--- src/rtl/serial_adder_pkg.sv ---
// Shared types and constants for the bit-serial adder.
// Optional feature macro: SERIAL_ADDER_OVF_EN (adds the signed-overflow output).
package serial_adder_pkg;

    localparam int DEFAULT_WIDTH = 8;

    typedef enum logic [1:0] {
        IDLE = 2'd0,
        RUN  = 2'd1,
        DONE = 2'd2
    } state_t;

    // Counter must be able to represent WIDTH itself, not just WIDTH-1.
    function automatic int cnt_width(input int width);
        return $clog2(width + 1);
    endfunction

endpackage

--- src/rtl/full_adder.sv ---
// One-bit full adder used as the serial adder's per-cycle arithmetic stage.
module full_adder (
    input  logic a,
    input  logic b,
    input  logic ci,
    output logic s,
    output logic co
);

    assign s  = a ^ b ^ ci;
    assign co = (a & b) | (ci & (a ^ b));

endmodule

--- src/rtl/serial_adder.sv ---
// Bit-serial adder: one result bit per cycle, LSB first, WIDTH cycles per add.
// Define SERIAL_ADDER_OVF_EN to add the two's-complement overflow output ovf.
module serial_adder
    import serial_adder_pkg::*;
#(
    parameter int WIDTH = DEFAULT_WIDTH
) (
    input  logic             clk,
    input  logic             rst_n,
    input  logic             start,
    input  logic [WIDTH-1:0] a,
    input  logic [WIDTH-1:0] b,
    input  logic             cin,
    output logic             busy,
    output logic             done,
    output logic [WIDTH-1:0] sum,
    output logic             cout
`ifdef SERIAL_ADDER_OVF_EN
    ,
    output logic             ovf
`endif
);

    localparam int            CW       = cnt_width(WIDTH);
    localparam logic [CW-1:0] LAST_BIT = CW'(WIDTH - 1);

    state_t           state_q;
    logic [WIDTH-1:0] a_q;
    logic [WIDTH-1:0] b_q;
    logic [WIDTH-1:0] sum_q;
    logic [WIDTH-1:0] sum_d;
    logic [CW-1:0]    cnt_q;
    logic             carry_q;
    logic             cout_q;
    logic             busy_q;
    logic             done_q;
    logic             fa_s;
    logic             fa_co;
`ifdef SERIAL_ADDER_OVF_EN
    logic             ovf_q;
`endif

    full_adder u_full_adder (
        .a  (a_q[0]),
        .b  (b_q[0]),
        .ci (carry_q),
        .s  (fa_s),
        .co (fa_co)
    );

    // Result enters at the MSB so that after WIDTH shifts bit 0 sits at sum_q[0].
    assign sum_d = {fa_s, sum_q[WIDTH-1:1]};

    always_ff @(posedge clk) begin
        if (!rst_n) begin
            state_q <= IDLE;
            a_q     <= '0;
            b_q     <= '0;
            sum_q   <= '0;
            cnt_q   <= '0;
            carry_q <= 1'b0;
            cout_q  <= 1'b0;
            busy_q  <= 1'b0;
            done_q  <= 1'b0;
`ifdef SERIAL_ADDER_OVF_EN
            ovf_q   <= 1'b0;
`endif
        end else begin
            case (state_q)
                IDLE: begin
                    if (start) begin
                        a_q     <= a;
                        b_q     <= b;
                        carry_q <= cin;
                        cnt_q   <= '0;
                        busy_q  <= 1'b1;
                        state_q <= RUN;
                    end
                end
                RUN: begin
                    a_q     <= a_q >> 1;
                    b_q     <= b_q >> 1;
                    sum_q   <= sum_d;
                    carry_q <= fa_co;
                    cnt_q   <= cnt_q + 1'b1;
                    if (cnt_q == LAST_BIT) begin
                        cout_q  <= fa_co;
`ifdef SERIAL_ADDER_OVF_EN
                        // carry_q here is the carry into the MSB.
                        ovf_q   <= carry_q ^ fa_co;
`endif
                        busy_q  <= 1'b0;
                        done_q  <= 1'b1;
                        state_q <= DONE;
                    end
                end
                DONE: begin
                    done_q  <= 1'b0;
                    state_q <= IDLE;
                end
                default: begin
                    busy_q  <= 1'b0;
                    done_q  <= 1'b0;
                    state_q <= IDLE;
                end
            endcase
        end
    end

    assign busy = busy_q;
    assign done = done_q;
    assign sum  = sum_q;
    assign cout = cout_q;
`ifdef SERIAL_ADDER_OVF_EN
    assign ovf  = ovf_q;
`endif

endmodule

--- config.mk ---
export PLATFORM = sky130hd
export DESIGN_NAME = serial_adder
export DESIGN_NICKNAME = d
export VERILOG_FILES = /design/src/rtl/serial_adder_pkg.sv /design/src/rtl/full_adder.sv /design/src/rtl/serial_adder.sv
export SDC_FILE = /design/constraint.sdc
export NUM_CORES = 1
export LEC_CHECK = 0
export BUFFER_PORTS_ARGS = -buffer_cell sky130_fd_sc_hd__buf_2
export CORE_MARGIN = 1.5
export CORE_UTILIZATION = 47
export CTS_CLUSTER_DIAMETER = 200
export DETAILED_ROUTE_END_ITERATION = 16
export PLACE_DENSITY = 0.79
export SLEW_MARGIN = 15
export SYNTH_ARGS = -nofsm -noshare
export SYNTH_HDL_FRONTEND = slang
export SYNTH_SLANG_ARGS = --single-unit
--- constraint.sdc ---
create_clock -name clk -period 1.2 [get_ports clk]
set_input_delay 0 -clock clk [delete_from_list [all_inputs] [get_ports clk]]
set_output_delay 0 -clock clk [all_outputs]
set_load 0.005 [all_outputs]
# Word-level counts from Yosys, hierarchy flattened
# Cells that the tools add are included.
word_totals:
  ramBits: 0
  regBits: 34
  n_memories: 0
  output_inout_bits: 11
  latch_bits: 0
  romBits: 0
  inputBits: 20
op_classes:
  n_lt_le_gt_ge: 0
  addsub: 1
  eq_ne: 5
  bitwise: 7
  n_div: 0
  n_mux: 16
  shift: 0
  n_reduce_logical: 7
  multipliers: 0
ops:
  columns: ["op", "count"]
  rows:
  - ["$pmux 8 s2", 2]
  - ["$mux 8", 2]
  - ["$pmux 4 s2", 1]
  - ["$reduce_and 2->1", 4]
  - ["$add 4x1->4 const B", 1]
  - ["$eq 4x3->1 const B", 1]
  - ["$mux 1", 4]
  - ["$mux 2", 2]
  - ["$mux 4", 1]
  - ["$ne 2x2->1 const B", 2]
  - ["$pmux 1 s2", 2]
  - ["$pmux 2 s2", 1]
  - ["$pmux 1 s3", 1]
  - ["$reduce_and 3->1", 1]
  - ["$and 1x1->1", 2]
  - ["$eq 2x1->1 const B", 1]
  - ["$eq 2x2->1 const B", 1]
  - ["$logic_not 2->1", 1]
  - ["$not 1->1", 2]
  - ["$reduce_bool 2->1", 1]
  - ["$xor 1x1->1", 2]
  - ["$or 1x1->1", 1]

# Logic depth before layout (Yosys ltp)
# Gate-level depths: netlist of the first run.
depth:
  depth_word: 4
  depth_mapped: 5

# Modules after synthesis
# Synthesis of the first run repeated with hierarchy kept, for this count alone.
hier_totals:
  hier_cells: 168
  hier_area_um2: 1511.4
by_module_without_submodules:
  columns: ["module", "area_each_um2", "seq_area_each_um2", "instances", "cells_per_inst"]
  rows:
  - ["serial_adder", 1491.4, 680.7, 1, 167]
  - ["full_adder", 20.0, 0.0, 1, 1]

# Worst setup path before layout of the first run
# OpenSTA, ideal clock, no wires.
synth_timing:
  path_kind: "register -> register"
  startpoint: "register cnt_q[0]"
  endpoint: "register done_q, in the netlist done"
  path_buffers: 0
  path_slack_ns: 0.032
  path_stages_with_launch: 5
  required_ns: 1.085
  arrival_ns: 1.054
  setup_ns: 0.115
  path_cell_list: "dfxtp_1 > ha_1 > and3b_1 > and2_1 > o21a_1"
synth_between:
  elab_chain_cells: 3
synth_lines:
  columns: ["item", "line_no", "rtl"]
  rows:
  - ["from (decl)", "serial_adder.sv:32", "logic [CW-1:0] cnt_q;"]
  - ["from (signal assigned)", "serial_adder.sv:85", "cnt_q <= cnt_q + 1'b1;"]
  - ["$eq 4x3->1", "serial_adder.sv:86", "if (cnt_q == LAST_BIT) begin"]
  - ["$ne 2x2->1 (no source line)", null, null]
  - ["$reduce_and 2->1 (no source line)", null, null]
  - ["to (signal assigned)", "serial_adder.sv:93", "done_q <= 1'b1;"]
  - ["to (signal assigned)", "serial_adder.sv:98", "done_q <= 1'b0;"]
  - ["to (signal assigned)", "serial_adder.sv:103", "done_q <= 1'b0;"]
  - ["to (decl)", "serial_adder.sv:36", "logic done_q;"]
# Every way passes these cells.
# A chain may end at the register's enable or synchronous reset.

# Worst setup path after layout of the first run
layout_timing:
  startpoint: "register cnt_q[1]"
  endpoint: "register state_q[0]"
layout_between:
  elab_chain_cells: 3
layout_lines:
  columns: ["item", "line_no", "rtl"]
  rows:
  - ["$eq 4x3->1", "serial_adder.sv:86", null]
  - ["$ne 2x2->1 (no source line)", null, null]
  - ["$reduce_and 2->1 (no source line)", null, null]
  - ["to (signal assigned)", "serial_adder.sv:94", "state_q <= DONE;"]
  - ["to (signal assigned)", "serial_adder.sv:99", "state_q <= IDLE;"]
  - ["to (signal assigned)", "serial_adder.sv:104", "state_q <= IDLE;"]
  - ["to (decl)", "serial_adder.sv:27", "state_t state_q;"]
# Every way passes these cells.

==> reports/metrics.cfg, run 1 <==
[outcome]
status = complete, but fails checks
violations = design-rule violations

[power]
swShare_pct = 26.6
sequentialPowerShare_pct = 56.3
powerDensity_mw_per_mm2 = 1240
p_switching_uw = 584
p_int_uw = 1610
p_comb_share_pct = 13.1
power_uw = 2200
vdd_drop_max_mv = 0.953
p_leak_uw = 0.000725
p_clk_share_pct = 30.6

[grt]
grt_overflow = 0
grt_usage_pct = 21.4
antenna_found_initial = 0
grt_max_degree = 21
first_global_vias = 1254
grt_pass1_wl_um = 5400

[floorplanning]
die_h_um = 57.7
io-pin-count = 31
initial_core_util_pct = 50.1
die_w_um = 57.7
core_area_mm2 = 0.00281
rows = 19
dieArea_mm2 = 0.00333

[sta]
worst_slew_pin_slew_ns = 0.461
setup_viol = 0
hold_slack_ns = 0.0205
rsz0062_at_grt = false
relSlewSlack_pct = 69.2
period_share_pct = 96.4
post-route-min-period_ns = 1.16
setup_slack_ns = 0.0435
drv_slew = 0
max_freq_ghz = 0.865
hold_viol = 0
fin_skew_ns = 0.0114

[hold_path]
min_from = a[6]
hold_class = input port to flop

[drt]
ant_nets = 0
dr.pass1.iters = 10
via_per_inst = 5.59
vias = 1319
wl_per_cell_um = 14.1
wirelength_um = 3330
drt-initial-drc-count = 64
drc = 4

[clock_tree]
root_buffer = clkbuf_4
path_clk_slew_ns = 0.11
cts_buffers = 5
cts_buffer_depth = 2
clk_latency_ns = 0.35
tritoncts = built
cts.sinks = 34
htreeDepth = 2

[critical_path]
setup.worst_path.end_class = flop
cp.required_ns = 1.47
slowest_stage = dfxtp_2
crit_chain = ha_4 -> and3b_2 -> buf_4 -> a211oi_1
worstPathMaxFanout = 3
path_buf_inv = 1
startpoint = cnt_q[1]
slowest_delay_ns = 0.35
crit_type = flop to flop
critPathLaunchType = flop
r2r_start = cnt_q[1]
crit_arrival_ns = 1.42
critPathTopFamily = flip-flops

[layout]
area_growth_pct = 26.0
diodes = 0
nNetsFinal = 226
final_cell_area_mm2 = 0.00177
num-fill-cells = 258
finalCoreUtilization_pct = 63.1
drive_gt1_share_pct = 28.3

[synth]
synth_top_family_by_area = compound AO/OA/AOI/OAI gates
synth_top_area_share_pct = 48.4
synthesis.instances = 162
ys_seq_elements = 34
ys.flop_type = dfxtp_1
synth_edf_count = 0
synth_compound_area_share_pct = 27.7
synth_area_leaders = dfxtp_1 (48%), a21oi_1 (8.2%), o21ai_0 (5.7%), o2bb2ai_1 (5.6%), nand2_1 (5.3%)
yosysWarningCount = 0
yosys.area_share.simple_pct = 15.2
synth_fp_nets = 184
yosysSeqAreaShare_pct = 48.4
synth_top_cell_by_area = dfxtp_1
yosys.cell_types.count = 31
async_flop_share_pct = 0
synthMuxAreaShare_pct = 1.42
synth_area_per_cell_um2 = 8.67
yosysMostFrequentCell = dfxtp_1
synthesis.area_mm2 = 0.00141
yosys-top-cells-count = dfxtp_1 (34), a21oi_1 (23), nand2_1 (20)
synth_xor_area_share_pct = 0
synthAdderAreaFrac_pct = 2.32

[placement]
io_buffers = 30
gp_congestion = 0.745
postPlaceCellArea_mm2 = 0.00159
dp_hpwl_um = 2250
place_ws_ns = -0.0832

[run]
cap_violations = 0

==> worst min-delay path, cell delays in order <==
cell	delay, ns
buf_2	0.07
nor2_1	0.03
o2bb2ai_1	0.10
a21oi_1	0.13
==> layer usage <==
metal	track usage (%)	routed length, µm	vias to the layer above
met2	35.7	1710	34
met4	12.0	66	0
met3	5.13	153	9
li1	-	-	662
met5	0	0	-
met1	25.2	1400	614
==> sequential cells by signal, indices dropped and copies added, names as in the netlist <==
signal,count
a_q,8
b_q,8
busy,1
carry_q,1
cnt_q,4
cout,1
done,1
state_q,2
sum,8
==> cell type report <==
| cell class | count | area [µm²] | area share, % |
|---|---|---|---|
| sequential | 34 | 688 | 38.9 |
| multi-input combinational | 114 | 678 | 38.3 |
| timing repair buffer | 46 | 290 | 16.4 |
| clock buffer | 7 | 55.1 | 3.11 |
| tap | 31 | 38.8 | 2.19 |
| inverter | 3 | 15.0 | 0.848 |
| clock inverter | 1 | 5.00 | 0.283 |
==> repair_timing <==
item | CTS | global route
endpoints found under the setup margin | 27 | 29
resized for setup | 5 | 7
pin swaps | 0 | 2
setup buffers | 1 | 0
endpoints found under the hold margin | 8 | 0
hold buffers | 8 | 0
==> path summary, 6_finish.rpt <==
kind | end | slack (ns) | cells past startpoint
max | state_q[0] | 0.04 | 4
min | a_q[6] | 0.02 | 4
max reg2reg | state_q[0] | 0.04 | 4
min reg2reg | cout | 0.47 | 2
==> cells in the final DEF (no fill, tap or decap), types with 2 or more instances in the layout <==
cell type,synthesis,routed
dlygate4sd3_1,0,8
and2b_2,2,2
o21ai_0,16,16
dfxtp_1,34,30
o2bb2ai_1,9,9
clkbuf_4,0,5
nand2_1,20,20
o22ai_1,6,6
nand3_1,2,2
nand2b_1,2,2
buf_2,4,30
a21oi_1,23,22
a22oi_1,3,3
a31oi_1,2,2
buf_4,1,8
nor2_1,13,13
inv_1,3,2
nand3b_1,2,2
dfxtp_2,0,3
mux2i_1,2,2
==> cell families after synthesis <==
group,Yosys count
and+or+nand+nor,46
DFF,34
buffers and inverters,14
AOI/OAI and AO/OA,64
adders and majority gates,2
muxes,2
==> power groups by stage <==
stage	Combinational, µW	Clock, µW	Sequential (µW)
final	288	674	1240
after global routing	320	726	1240
after CTS	281	684	1230
after detailed placement	255	0	1260
after global placement	243	0	1250
after floorplan	178	0	1240
==> stage by stage <==
step           TNS [ns]  instances
2_1_floorplan         0        162
3_3_place_gp   -0.00662        219
3_5_place_dp     -0.935        219
4_1_cts               0        236
5_1_grt               0        236
6_report              0        236
No activity file was read; power rests on OpenSTA's default activity.
==> run 2, diff against run 1 <==
--- a/config.mk
+++ b/config.mk
@@ -7,10 +7,10 @@
 export LEC_CHECK = 0
 export BUFFER_PORTS_ARGS = -buffer_cell sky130_fd_sc_hd__buf_2
 export CORE_MARGIN = 1.5
-export CORE_UTILIZATION = 47
+export CORE_UTILIZATION = 52
 export CTS_CLUSTER_DIAMETER = 200
 export DETAILED_ROUTE_END_ITERATION = 16
-export PLACE_DENSITY = 0.79
+export PLACE_DENSITY = 0.83
 export SLEW_MARGIN = 15
 export SYNTH_ARGS = -nofsm -noshare
 export SYNTH_HDL_FRONTEND = slang
==> constraint.sdc (replaced) <==
create_clock -name clk -period 1.3 [get_ports clk]
set_input_delay 0 -clock clk [delete_from_list [all_inputs] [get_ports clk]]
set_output_delay 0 -clock clk [all_outputs]
set_load 0.005 [all_outputs]
==> reports/metrics.cfg, run 2 (synthesized netlist as in run 1, its figures left out) <==
[drt]
via_per_inst = 5.79  ; was 5.59
drc = 0  ; was 4
ant_nets = 0  ; unchanged
drt-initial-drc-count = 31  ; was 64
wl_per_cell_um = 14.2  ; was 14.1 µm
vias = 1349  ; was 1,319
dr.pass1.iters = 5  ; was 10
wirelength_um = 3310  ; was 3330 µm

[grt]
first_global_vias = 1183  ; was 1,254
grt_pass1_wl_um = 5090  ; was 5400 µm
grt_overflow = 0  ; unchanged
grt_usage_pct = 24.1  ; was 21.4%
grt_max_degree = 21  ; unchanged
antenna_found_initial = 0  ; unchanged

[placement]
gp_congestion = 0.732  ; was 0.745
postPlaceCellArea_mm2 = 0.00157  ; was 0.00159 mm²
dp_hpwl_um = 2100  ; was 2250 µm
io_buffers = 30  ; unchanged

[sta]
fin_skew_ns = 0.00323  ; was 0.0114 ns
post-route-min-period_ns = 1.23  ; was 1.16 ns
max_freq_ghz = 0.811  ; was 0.865 GHz
rsz0062_at_grt = false  ; unchanged
setup_viol = 0  ; unchanged
worst_slew_pin_slew_ns = 0.460  ; was 0.461 ns
setup_tns_ns = 0  ; unchanged
hold_viol = 0  ; unchanged
period_share_pct = 94.9  ; was 96.4%
drv_slew = 0  ; unchanged
relSlewSlack_pct = 69.3  ; was 69.2%

[layout]
multi_input_area_um2 = 667  ; was 678 µm²
num-fill-cells = 209  ; was 258
area_growth_pct = 27.2  ; was 26.0%
drive_gt1_share_pct = 27.1  ; was 28.3%
final_cell_area_mm2 = 0.00179  ; was 0.00177 mm²
nNetsFinal = 224  ; was 226
final_common_cell = dfxtp_1
ff_latch_area_um2 = 683  ; was 688 µm²
diodes = 0  ; unchanged
mostFrequentLayoutCells = dfxtp_1 (32), buf_2 (30), a21oi_1 (23), nand2_1 (20), o21ai_0 (16)  ; was dfxtp_1 (30), buf_2 (30), a21oi_1 (22), nand2_1 (20), o21ai_0 (16)

[critical_path]
critPathLaunchType = flop  ; unchanged
worstPathMaxFanout = 12  ; was 3
crit_type = flop to flop  ; unchanged
r2r_start = state_q[0]  ; was cnt_q[1]
r2r_end = b_q[4]  ; was state_q[0]
slowest_delay_ns = 0.48  ; was 0.35 ns
crit_arrival_ns = 1.45  ; was 1.42 ns
cp.required_ns = 1.52  ; was 1.47 ns
slowest_stage = dfxtp_2  ; unchanged
crit_chain = clkinvlp_4 -> buf_4 -> o22ai_1 -> a21oi_1  ; was ha_4 -> and3b_2 -> buf_4 -> a211oi_1
setup.worst_path.end_class = flop  ; unchanged
r2r_setup_slack_ns = 0.07  ; was 0.04 ns
r2r_cells = 4  ; unchanged
path_buf_inv = 2  ; was 1
critPathTopFamily = flip-flops  ; unchanged

[power]
p_comb_share_pct = 10.7  ; was 13.1%
swShare_pct = 22.8  ; was 26.6%
p_int_uw = 1880  ; was 1610 µW
power_uw = 2430  ; was 2200 µW
vdd_drop_max_mv = 1.01  ; was 0.953 mV
powerDensity_mw_per_mm2 = 1360  ; was 1240 mW/mm²
p_switching_uw = 553  ; was 584 µW
p_clk_share_pct = 42.3  ; was 30.6%
sequentialPowerShare_pct = 47.0  ; was 56.3%
p_leak_uw = 0.000740  ; was 0.000725 µW

[clock_tree]
htreeDepth = 2  ; unchanged
cts_buffer_depth = 2  ; unchanged
cts_buffers = 5  ; unchanged
root_buffer = clkbuf_4  ; unchanged
clk_latency_ns = 0.35  ; about the same
tritoncts = built  ; unchanged
path_clk_slew_ns = 0.11  ; about the same
cts.sinks = 34  ; unchanged

[run]
cap_violations = 0  ; unchanged

[floorplanning]
io-pin-count = 31  ; unchanged
initial_core_util_pct = 55.7  ; was 50.1%
rows = 18  ; was 19
die_h_um = 55.0  ; was 57.7 µm
die_w_um = 55.0  ; was 57.7 µm
dieArea_mm2 = 0.00302  ; was 0.00333 mm²
core_area_mm2 = 0.00252  ; was 0.00281 mm²

[outcome]
status = complete, no violations  ; was complete, but fails checks

[hold_path]
whs_path_depth = 4  ; unchanged
min_from = a[4]  ; was a[6]
hold_class = input port to flop  ; unchanged
min_to = a_q[4]  ; was a_q[6]

==> run 2: metal layers <==
metal	up-vias	track usage (%)	share of wire (%)
met1	642	28.3	43
met4	0	11.0	0.79
met5	-	0	0
li1	656	-	-
met2	47	41.5	50
met3	4	5.65	5.8
==> run 2: worst reg2reg max path: cells and delay by family, from the launching register on <==
family          cells  cell delay, ns
flops               1            0.48
compound gates      2            0.32
buf+inv             2            0.31
==> run 2: final cells by class <==
class	count	share of cell area (%)
sequential	34	38.2
multi-input combinational	114	37.3
timing repair buffer	44	15.3
clock inverter	2	3.36
clock buffer	6	2.87
tap	30	2.10
inverter	3	0.840
==> run 2: how the worst max path moves through the flow <==
stage / start / endpoint / slack [ns] / depth (start not counted)
3_3_place_gp: cnt_q[0] / done / 0.06 / 4
5_1_grt: state_q[0] / b_q[2] / 0.009 / 4
3_5_place_dp: state_q[0] / b_q[4] / -0.02 / 3
2_1_floorplan: cnt_q[0] / done / 0.13 / 4
6_report: state_q[0] / b_q[4] / 0.07 / 4
4_1_cts: cnt_q[0] / cout / 0.005 / 4
==> run 2: timing repair <==
action | in CTS | in global routing
gates cloned | 0 | 0
buffers inserted | 2 | 0
gates resized for setup | 2 | 5
hold buffers | 7 | 0
setup endpoints to repair | 2 | 4
endpoints found under the hold margin | 7 | 0
pin swaps | 0 | 0
==> run 2: through the flow <==
step	hold slack (ns)	util [%]	worst slack, ns	cells
floorplan	0.148	-	0.132	162
global placement	0.238	62.4	0.0633	216
detailed placement	0.260	62.4	-0.0181	216
CTS	0.0213	70.3	0.00462	233
global route	0.0401	70.8	0.00919	233
finish	0.0284	70.8	0.0668	233
==> run 2: power groups by stage <==
stage / combinational [µW] / clock (µW) / sequential, µW
after floorplan: 165 / 0 / 1150
after global placement: 220 / 0 / 1160
after detailed placement: 231 / 0 / 1160
after CTS: 257 / 1030 / 1140
after global routing: 291 / 1070 / 1150
final: 261 / 1030 / 1140
==> run 3, diff against run 2 <==
==> constraint.sdc (replaced) <==
create_clock -name clk -period 1.2 [get_ports clk]
set_input_delay 0 -clock clk [delete_from_list [all_inputs] [get_ports clk]]
set_output_delay 0 -clock clk [all_outputs]
set_load 0.005 [all_outputs]
==> reports/metrics.cfg, run 3 (synthesized netlist as in run 1, its figures left out) <==
[grt]
antenna_found_initial = 0  ; unchanged
grt_usage_pct = 25.1  ; was 24.1%
grt_max_degree = 21  ; unchanged
first_global_vias = 1230  ; was 1,183
grt_overflow = 0  ; unchanged
grt_pass1_wl_um = 5210  ; was 5090 µm

[layout]
diodes = 0  ; unchanged
area_growth_pct = 28.8  ; was 27.2%
final_cell_area_mm2 = 0.00181  ; was 0.00179 mm²
drive_gt1_share_pct = 29.3  ; was 27.1%
finalCoreUtilization_pct = 71.7  ; was 70.8%
instances_no_fill = 238  ; was 233
num-fill-cells = 202  ; was 209
multi_input_area_um2 = 683  ; was 667 µm²
mostFrequentLayoutCells = dfxtp_1 (30), buf_2 (30), a21oi_1 (23), nand2_1 (20), o21ai_0 (16)  ; was dfxtp_1 (32), buf_2 (30), a21oi_1 (23), nand2_1 (20), o21ai_0 (16)
nNetsFinal = 229  ; was 224
ff_latch_area_um2 = 691  ; was 683 µm²

[placement]
place_ws_ns = -0.0393  ; was -0.0181 ns
io_buffers = 30  ; unchanged
dp.cells = 219  ; was 216
gp_congestion = 0.721  ; was 0.732
dp_hpwl_um = 2150  ; was 2100 µm
postPlaceCellArea_mm2 = 0.00161  ; was 0.00157 mm²

[floorplanning]
die_w_um = 55.0  ; unchanged
rows = 18  ; unchanged
core_area_mm2 = 0.00252  ; unchanged
io-pin-count = 31  ; unchanged
initial_core_util_pct = 55.7  ; unchanged
dieArea_mm2 = 0.00302  ; unchanged
die_h_um = 55.0  ; unchanged

[clock_tree]
cts_buffers = 5  ; unchanged
root_buffer = clkbuf_4  ; unchanged
htreeDepth = 2  ; unchanged
clk_latency_ns = 0.34  ; was 0.35 ns
path_clk_slew_ns = 0.10  ; was 0.11 ns
tritoncts = built  ; unchanged
cts.sinks = 34  ; unchanged
cts_buffer_depth = 2  ; unchanged

[outcome]
status = complete, no violations  ; unchanged

[sta]
setup_tns_ns = 0  ; unchanged
period_share_pct = 96.9  ; was 94.9%
drv_slew = 0  ; unchanged
relSlewSlack_pct = 69.6  ; was 69.3%
fin_skew_ns = 0.00584  ; was 0.00323 ns
max_freq_ghz = 0.860  ; was 0.811 GHz
hold_viol = 0  ; unchanged
setup_slack_ns = 0.0373  ; was 0.0668 ns
post-route-min-period_ns = 1.16  ; was 1.23 ns
setup_viol = 0  ; unchanged
rsz0062_at_grt = false  ; unchanged
worst_slew_pin_slew_ns = 0.455  ; was 0.460 ns

[critical_path]
worstPathMaxFanout = 4  ; was 12
setup.worst_path.end_class = flop  ; unchanged
critPathLaunchType = flop  ; unchanged
crit_arrival_ns = 1.41  ; was 1.45 ns
crit_type = flop to flop  ; unchanged
cp.required_ns = 1.45  ; was 1.52 ns

[power]
p_leak_uw = 0.000752  ; was 0.000740 µW
powerDensity_mw_per_mm2 = 1220  ; was 1360 mW/mm²
vdd_drop_max_mv = 1.12  ; was 1.01 mV

[drt]
via_per_inst = 5.66  ; was 5.79
wirelength_um = 3320  ; was 3310 µm
ant_nets = 0  ; unchanged
vias = 1347  ; was 1,349
dr.pass1.iters = 4  ; was 5
drt-initial-drc-count = 41  ; was 31
drc = 0  ; unchanged
wl_per_cell_um = 14.0  ; was 14.2 µm

[run]
cap_violations = 0  ; unchanged

[hold_path]
hold_class = input port to flop  ; unchanged

-- run 3: repair_timing --
item                       in CTS  in global routing
gates resized for setup         9                  4
pin swaps                       1                  1
setup buffers                   3                  1
hold endpoints to repair        7                  0
hold buffers                    7                  0
setup endpoints to repair      14                 23
-- run 3: per-layer routing --
layer	share of wire (%)	vias to the layer above	GRT usage, %
li1	-	663	-
met1	41	635	27.5
met2	52	43	42.7
met3	5.0	6	5.91
met4	1.7	0	17.5
met5	0	-	0
-- run 3: worst paths after layout --
check                           slack, ns  endpoint     start  cells after the start
worst max-delay path                 0.04      done  cnt_q[1]                      4
worst max register to register       0.04      done  cnt_q[1]                      4
worst min register to register       0.46    sum[0]    sum[0]                      2
worst min-delay path                 0.02    b_q[6]      b[6]                      4
-- run 3: power by group --
group / leakage [µW] / internal, µW / switching (µW)
Combinational: 0.000436 / 156 / 155
Clock: 0.0000353 / 284 / 388
Sequential: 0.000281 / 1190 / 42.5
Total: 0.000752 / 1630 / 585
-- run 3: final cells by class --
class | instances | share of cell area (%)
Tap cell | 30 | 2.07
Multi-Input combinational cell | 114 | 37.8
Sequential cell | 34 | 38.2
Inverter | 3 | 0.830
Clock buffer | 7 | 3.04
Clock inverter | 1 | 0.277
Timing Repair Buffer | 49 | 17.8
-- run 3: worst max-delay path, cell delays in order (launching register included) --
cell and delay [ns]:
dfxtp_4 0.37, ha_4 0.16, and3b_2 0.21, and2_4 0.15, o21a_1 0.18
-- run 3: stage by stage --
stage	hold WS, ns	power [µW]
finish	0.0226	2210
global route	0.0289	2310
CTS	0.0151	2220
detailed placement	0.253	1530
global placement	0.238	1510
floorplan	0.148	1420
